$ cat src/rtl/nes_pad_responder_if.sv
// Pad-side signal bundle for nes_pad_responder.
// The master side is the console/host plus button source; the slave side is
// the responder, which drives the serial data and the status outputs.
interface nes_pad_responder_if #(
  parameter int NUM_BITS = 8
) ();

  // Handshake semantics: there is no valid/ready pair. nes_latch is a level
  // strobe (high = capture buttons and restart the frame), nes_clk advances
  // one bit per rising edge, and nes_data is valid whenever the host samples
  // it after the responder's pin-to-data latency has elapsed.
  logic [NUM_BITS-1:0] buttons;
  logic                nes_latch;
  logic                nes_clk;
  logic                nes_data;
  logic                frame_done;
  logic [4:0]          shift_count;

  modport master (
    output buttons,
    output nes_latch,
    output nes_clk,
    input  nes_data,
    input  frame_done,
    input  shift_count
  );

  modport slave (
    input  buttons,
    input  nes_latch,
    input  nes_clk,
    output nes_data,
    output frame_done,
    output shift_count
  );

endinterface

$ cat src/rtl/nes_pad_responder.sv
// Game-pad emulator: answers an NES/SNES-style host. A latch strobe captures
// the button vector, each host clock rising edge shifts out the next bit on
// an active-low serial line, and a one-cycle pulse marks the end of a frame.
// Host lines are asynchronous and are resynchronized before any use.
module nes_pad_responder #(
  parameter int NUM_BITS    = 8,
  parameter int SYNC_STAGES = 2
) (
  input  logic                 clk,
  input  logic                 rst_n,
  nes_pad_responder_if.slave   pad,
  output logic [1:0]           dbg_state
);

  typedef enum logic [1:0] {
    ST_IDLE  = 2'd0,
    ST_LOAD  = 2'd1,
    ST_SHIFT = 2'd2,
    ST_DONE  = 2'd3
  } state_t;

  // Value of shift_count at which the next shift completes the frame.
  localparam logic [4:0] LAST_SHIFT = 5'(NUM_BITS - 1);

  // Synchronizer chains; index 0 samples the pin.
  logic [SYNC_STAGES-1:0] latch_sync;
  logic [SYNC_STAGES-1:0] nclk_sync;
  logic                   nclk_hist;
  logic                   latch_s;
  logic                   nclk_s;
  logic                   nclk_rise;

  state_t                 state, state_n;
  logic [NUM_BITS-1:0]    shreg, shreg_n;
  logic [4:0]             count, count_n;
  logic                   done_n;
  logic                   data_q;
  logic                   done_q;

  // Bring the asynchronous host strobes into the clk domain.
  always_ff @(posedge clk or negedge rst_n) begin
    if (!rst_n) begin
      latch_sync <= '0;
      nclk_sync  <= '0;
    end else begin
      latch_sync <= {latch_sync[SYNC_STAGES-2:0], pad.nes_latch};
      nclk_sync  <= {nclk_sync[SYNC_STAGES-2:0], pad.nes_clk};
    end
  end

  assign latch_s = latch_sync[SYNC_STAGES-1];
  assign nclk_s  = nclk_sync[SYNC_STAGES-1];

  // History flop for edge detection; it only ever follows the synchronized
  // level, so a host clock held high across reset release produces at most
  // one edge, and that edge lands in IDLE where it is ignored.
  always_ff @(posedge clk or negedge rst_n) begin
    if (!rst_n) begin
      nclk_hist <= 1'b0;
    end else begin
      nclk_hist <= nclk_s;
    end
  end

  assign nclk_rise = nclk_s & ~nclk_hist;

  // State, shift register, counter and done flag registers.
  always_ff @(posedge clk or negedge rst_n) begin
    if (!rst_n) begin
      state  <= ST_IDLE;
      shreg  <= '0;
      count  <= '0;
      done_q <= 1'b0;
    end else begin
      state  <= state_n;
      shreg  <= shreg_n;
      count  <= count_n;
      done_q <= done_n;
    end
  end

  // Next-state logic: latch has priority over everything, including a
  // host clock edge arriving in the same cycle.
  always_comb begin
    state_n = state;
    shreg_n = shreg;
    count_n = count;
    done_n  = 1'b0;

    if (latch_s) begin
      state_n = ST_LOAD;
      shreg_n = pad.buttons;
      count_n = '0;
    end else begin
      case (state)
        ST_LOAD: begin
          // Keep the buttons captured in the last latched cycle.
          state_n = ST_SHIFT;
        end
        ST_SHIFT: begin
          if (nclk_rise) begin
            shreg_n = {1'b0, shreg[NUM_BITS-1:1]};
            count_n = count + 5'd1;
            if (count == LAST_SHIFT) begin
              state_n = ST_DONE;
              done_n  = 1'b1;
            end
          end
        end
        ST_DONE: begin
          // Frame complete: extra host clocks are ignored until next latch.
          state_n = ST_DONE;
        end
        default: begin
          // IDLE: wait for the first latch; host clocks are ignored.
          state_n = ST_IDLE;
        end
      endcase
    end
  end

  // Serial output flop: active-low copy of the current LSB while a frame is
  // being loaded or shifted, idle-high otherwise.
  always_ff @(posedge clk or negedge rst_n) begin
    if (!rst_n) begin
      data_q <= 1'b1;
    end else if (state == ST_LOAD || state == ST_SHIFT) begin
      data_q <= ~shreg[0];
    end else begin
      data_q <= 1'b1;
    end
  end

  assign pad.nes_data    = data_q;
  assign pad.frame_done  = done_q;
  assign pad.shift_count = count;
  assign dbg_state       = state;

endmodule

$ cat src/flat_wrapper.sv
// flat-port wrapper written by rule: the top's interface ports become plain ports
module nes_pad_responder_flat 
#(
  parameter int NUM_BITS    = 8,
  parameter int SYNC_STAGES = 2
)
  (clk, rst_n, dbg_state, pad_buttons, pad_nes_latch, pad_nes_clk, pad_nes_data, pad_frame_done, pad_shift_count);
  nes_pad_responder_if #(.NUM_BITS(NUM_BITS)) pad_i ();
  input  logic clk;
  input  logic rst_n;
  output logic [1:0] dbg_state;
  input wire logic [$bits(pad_i.buttons)-1:0] pad_buttons;
  input wire logic [$bits(pad_i.nes_latch)-1:0] pad_nes_latch;
  input wire logic [$bits(pad_i.nes_clk)-1:0] pad_nes_clk;
  output wire logic [$bits(pad_i.nes_data)-1:0] pad_nes_data;
  output wire logic [$bits(pad_i.frame_done)-1:0] pad_frame_done;
  output wire logic [$bits(pad_i.shift_count)-1:0] pad_shift_count;
  assign pad_i.buttons = pad_buttons;
  assign pad_i.nes_latch = pad_nes_latch;
  assign pad_i.nes_clk = pad_nes_clk;
  assign pad_nes_data = pad_i.nes_data;
  assign pad_frame_done = pad_i.frame_done;
  assign pad_shift_count = pad_i.shift_count;
  nes_pad_responder #(.NUM_BITS(NUM_BITS), .SYNC_STAGES(SYNC_STAGES)) u_core (.clk(clk), .rst_n(rst_n), .pad(pad_i), .dbg_state(dbg_state));
endmodule
$ cat config.mk
export PLATFORM = sky130hd
export DESIGN_NAME = nes_pad_responder_flat
export DESIGN_NICKNAME = d
export VERILOG_FILES = /design/src/rtl/nes_pad_responder_if.sv /design/src/rtl/nes_pad_responder.sv /design/src/flat_wrapper.sv
export SDC_FILE = /design/constraint.sdc
export NUM_CORES = 1
export LEC_CHECK = 0
export CAP_MARGIN = 20
export CORE_MARGIN = 3
export CORE_UTILIZATION = 48
export DETAILED_ROUTE_END_ITERATION = 8
export PLACE_DENSITY = 0.76
export SLEW_MARGIN = 10
export SYNTH_ARGS = -nofsm -noshare
export SYNTH_HDL_FRONTEND = slang
export SYNTH_SLANG_ARGS = --single-unit
export TNS_END_PERCENT = 50
$ cat constraint.sdc
create_clock -name clk -period 1.6 [get_ports clk]
set_clock_uncertainty 0.05 [all_clocks]
set_input_delay 0.16 -clock clk [delete_from_list [all_inputs] [get_ports clk]]
set_output_delay 0.16 -clock clk [all_outputs]
set_load 0.1 [all_outputs]
# [After elaboration in Yosys (flattened, before gate mapping)]
# Cells that the tools add are included.
# W data, S select, Z words.
[totals] out_inout_bits=9 elab_cells=38 ff_bits=22 inputBits=12
[op_classes] bitwise_logic=3 eq_ne=6 mux=15 addsub=1 reduce_logical=5
[op_table] cell="$mux W8" count=3
[op_table] cell="$mux W5" count=3
[op_table] cell="$mux W2" count=3
[op_table] cell="$ne A3 B1 Y1 const B" count=2
[op_table] cell="$pmux W2 S3" count=1
[op_table] cell="$add A5 B1 Y5 const B" count=1
[op_table] cell="$eq A5 B3 Y1 const B" count=1
[op_table] cell="$mux W1" count=5
[op_table] cell="$eq A2 B2 Y1 const B" count=2
[op_table] cell="$reduce_and A2 Y1" count=2
[op_table] cell="$reduce_bool A2 Y1" count=2
[op_table] cell="$eq A2 B1 Y1 const B" count=1
[op_table] cell="$not A1 Y1" count=2
[op_table] cell="$and A1 B1 Y1" count=1
[op_table] cell="$logic_or A1 B1 Y1" count=1

# [Depth between registers and ports, before layout]
[logic_depth] depth_word=5 ltp_mapped=6 ltp_nobuf=5

# [Worst setup path after synthesis]
# OpenSTA, ideal clock, no wires.
[synth_path] path_kind="reg-to-reg" start="register u_core.state[0], in the netlist u_core.dbg_state[0]" end="register u_core.shreg[0]" path_slack_ps=-513 path_buffers=1 setup_ps=133 arrival_ps=1931 path_stages_with_launch=7 required_time_ps=1417 synth_period_minus_slack_ps=2113 path_cell_list="dfrtp_1 -> inv_1 -> ha_1 -> nand3b_4 -> buf_4 -> mux2i_1 -> o21ai_1"
[synth_between] elab_chain_cells=3
[synth_rtl] element="start, declared" line="nes_pad_responder.sv:33" text="state_t state, state_n;"
[synth_rtl] element="start signal, assigned" line="nes_pad_responder.sv:75" text="state <= state_n;"
[synth_rtl] element="$eq A2 B2 Y1" line="nes_pad_responder.sv:95" text="case (state)"
[synth_rtl] element="$reduce_bool A2 Y1 (no line)"
[synth_rtl] element="$reduce_and A2 Y1 (no line)"
[synth_rtl] element="end signal, assigned" line="nes_pad_responder.sv:76" text="shreg <= shreg_n;"
[synth_rtl] element="end, declared" line="nes_pad_responder.sv:34" text="logic [NUM_BITS-1:0] shreg, shreg_n;"
# Every way passes these cells.
# A chain may end at the register's enable or synchronous reset.

# [Worst setup path after layout]
[layout_path] start="register u_core.state[0], in the netlist u_core.dbg_state[0]" end="register u_core.count[4], in the netlist u_core.pad.shift_count[4]"
[layout_between] elab_chain_cells=3
[layout_rtl] element="$eq A2 B2 Y1" line="nes_pad_responder.sv:95"
[layout_rtl] element="$reduce_bool A2 Y1 (no line)"
[layout_rtl] element="$reduce_and A2 Y1 (no line)"
[layout_rtl] element="end signal, assigned" line="nes_pad_responder.sv:77" text="count <= count_n;"
[layout_rtl] element="end, declared" line="nes_pad_responder.sv:35" text="logic [4:0] count, count_n;"
# Every way passes these cells.

==> impl_metrics.yaml <==
critical_path:
  r2r_end: "u_core.pad.shift_count[4]"
  ff2ff_setup_slack_ns: 0.06
  start_kind: "flop"
  crit_fanout: 6
  slowest_stage: "dfrtp_4"
  worstPathCellList: "inv_4 > ha_4 > nand3b_4 > or3_1 > a21oi_2"
  slowest_delay_ns: 0.52
  critical_path_class: "flop to flop"
  critPathRequiredTime_ns: 1.79
  ff2ff_path_depth: 5
  end_kind: "flop"
  rr_startpoint: "u_core.dbg_state[0]"
  cp_data_arrival_time_ns: 1.73
power:
  p_sw_mw: 0.3767
  p_comb_share_pct: 21.4
  power.internal_mw: 0.9810
  total_power_mw: 1.358
  max-vdd-ir-drop_uv: 782.2
  powerDensity_nw_per_um2: 976.6
  swShare_pct: 27.74
  power.leakage_nw: 0.6448
  clockPowerShare_pct: 31.5
  seqPwrFrac_pct: 47.2
finish:
  drive_gt1_share_pct: 29.36
  layoutNonFillerInstCount: 134
  antennaDiodeCount: 0
  multiInputGateArea_um2: 401.6
  fin_util_pct: 77.15
  nets: 126
  register_area_um2: 570.5
  fill_cells: 129
  area_growth_pct: 44.29
yosys:
  postSynthRegisterBits: 22
  synth.yosys.seq_area_share_pct: 57.27
  synth_simple_gate_area_share_pct: 15.45
  yosysTopAreaCellShare_pct: 54.55
  synth_cell_types: 21
  ys_top_cells_by_area: "dfrtp_1 55%, mux2i_1 8.3%, ha_1 5.2%"
  synth_top_family_by_area: "simple AND/OR/NAND/NOR gates"
  netlist_area_um2: 963.4
  yosys.area_share.adder_pct: 5.195
  ys.warnings.count: 0
  syn_avg_cell_area_um2: 11.47
  synthXorXnorAreaFrac_pct: 1.818
  syn_nets: 100
  synth_mux_area_share_pct: 8.312
  synth_compound_area_share_pct: 9.221
  netlist_instances: 84
  yosys.area.top_type: "dfrtp_1"
sta:
  timing.slew.headroom_pct: 77.06
  timing.fmax_ghz: 0.6493
  worst_pin_slew_ns: 0.3441
  fin_crit_ns: 1.540
  setup_viol: 0
  hold_violations: 0
  setup_tns_ns: 0
  fin_crit_sh_pct: 96.26
  slew_violations: 0
clock_tree:
  numCtsBuffers: 3
  clockBufferDepth: 2
  cts_hold_buf: 0
  root_buffer: "clkbuf_4"
  numClockSinks: 22
  worstSkewPairLatency_ns: 0.32
  htreeDepth: 1
  clk_pin_slew_ns: 0.13
  cts_tree: "built"
route:
  vias_per_cell: 5.239
  dr.pass1.iters: 6
  wl_mm: 1.851
  wire_per_inst_um: 13.81
  final_antenna_net_count: 0
  drt_iter0_markers: 9
  num_vias: 702
  drt_drc_violations_left: 0
place:
  gp_congestion: 0.7969
  dp.cells: 129
  hpwl_mm: 1.313
  port_buffers: 20
floorplan:
  start_util_pct: 53.47
  fp.coreArea_um2: 1802
  num_rows: 15
  die_area_um2: 2581
  chipWidth_um: 50.80
  fp.dieH_um: 50.80
  io_pins: 21
run:
  drv_cap: 0
grt:
  grt_pass1_vias: 728
  grt_max_degree: 23
  gr-usage-all-layers_pct: 16.85
  grt_pass1_wl_mm: 3.215
  antenna_found_initial: 0
  grt_overflow: 0
outcome:
  outcome: "finished clean"
hold_path:
  hp-class: "input port to async pin"
[cell families after synthesis]
group,after synthesis
compound gates,15
xor+xnor,2
simple gates,27
fa+ha+maj,4
mux,8
buf+inv,6
flops,22
[layout by cell type (no fill, tap or decap)]
| cell | instances |
|---|---|
| nand2_1 | 11 |
| ha_1 | 3 |
| nand3b_4 | 1 |
| buf_12 | 9 |
| a221oi_2 | 1 |
| ha_4 | 1 |
| mux2i_1 | 8 |
| or3_1 | 3 |
| dfrtp_1 | 14 |
| o21ai_0 | 4 |
| dfrtp_4 | 4 |
| clkdlybuf4s50_1 | 11 |
| nor4b_2 | 1 |
| inv_4 | 1 |
| nor2_1 | 4 |
| a21oi_2 | 1 |
| inv_1 | 2 |
| nor3_1 | 3 |
| a31o_2 | 1 |
| nand4b_1 | 1 |
| buf_4 | 4 |
| xor2_1 | 2 |
| bufinv_16 | 1 |
| o21ai_1 | 6 |
| dfstp_2 | 1 |
| nand3_1 | 3 |
| a21oi_1 | 2 |
| clkbuf_4 | 3 |
| dfrtp_2 | 3 |
[per-layer routing]
| metal | global-route usage, % | up-vias | wire [um] |
|---|---|---|---|
| met3 | 2.671 | 3 | 71 |
| met1 | 20.46 | 340 | 777 |
| met5 | 0 | - | 0 |
| met2 | 28.91 | 19 | 971 |
| met4 | 8.072 | 0 | 31 |
| li1 | - | 340 | - |
[cell type report]
class | instances | area share, %
Inverter | 3 | 0.9901
Sequential cell | 22 | 41.04
Multi-Input combinational cell | 56 | 28.89
Tap cell | 25 | 2.250
Timing Repair Buffer | 24 | 23.04
Clock inverter | 1 | 2.160
Clock buffer | 3 | 1.620
[how the worst max path moves through the flow]
stage | to | slack, ns | from | depth (start not counted)
6_report | u_core.pad.shift_count[4] | 0.06 | u_core.dbg_state[0] | 5
5_1_grt | u_core.shreg[5] | -0.0002 | u_core.dbg_state[1] | 5
4_1_cts | u_core.pad.shift_count[4] | 0.02 | u_core.dbg_state[0] | 5
3_5_place_dp | u_core.pad.shift_count[4] | 0.06 | u_core.dbg_state[0] | 5
3_3_place_gp | u_core.pad.shift_count[4] | 0.13 | u_core.dbg_state[0] | 5
2_1_floorplan | u_core.pad.shift_count[3] | 0.008 | u_core.dbg_state[0] | 5
[registers in the layout, summed over array words and instances (netlist names)]
signal / flops
u_core.pad.nes_data: 1
u_core.nclk_sync: 2
u_core.latch_sync: 2
u_core.shreg: 8
u_core.dbg_state: 2
u_core.pad.frame_done: 1
u_core.pad.shift_count: 5
u_core.nclk_hist: 1
[cell usage after synthesis]
cell / n
a21oi_1: 3
nand3b_4: 1
buf_4: 1
o21ai_1: 6
nor2_1: 4
nor3_1: 3
dfrtp_1: 21
o21ai_0: 4
mux2i_1: 8
or3_1: 3
ha_1: 4
dfstp_2: 1
inv_1: 3
a221oi_2: 1
clkbuf_1: 2
a31o_2: 1
nor4b_2: 1
nand2_1: 11
nand3_1: 3
xor2_1: 2
nand4b_1: 1
[power groups by stage]
stage / clock (mW) / combinational [mW] / sequential (mW)
final: 0.427 / 0.290 / 0.640
after detailed placement: 0 / 0.285 / 0.655
after global placement: 0 / 0.279 / 0.652
after floorplan: 0 / 0.0809 / 0.736
after global routing: 0.458 / 0.310 / 0.646
after CTS: 0.435 / 0.285 / 0.644
[critical path, delay by kind of cell (launching register included)]
kind	cells	cell delay, ns
AO/OA/AOI/OAI	1	0.15
adder cells (fa/ha/maj)	1	0.16
buffers and inverters	1	0.07
flip-flops	1	0.52
AND/OR/NAND/NOR	2	0.52
[stage by stage]
stage,setup slack (ns),hold slack [ns],cell area [um^2]
after floorplan,0.007584,-0.1856,997.2
after global placement,0.1270,0.2830,1326
after detailed placement,0.05810,0.2858,1326
after CTS,0.01844,0.1301,1379
after global routing,-0.0002270,0.1352,1390
final,0.05988,0.1272,1390
[repair_timing]
item	CTS	global route
buffers inserted	0	1
setup endpoints to repair	0	3
gates resized for setup	0	1
Power figures use the tool's default switching activity.
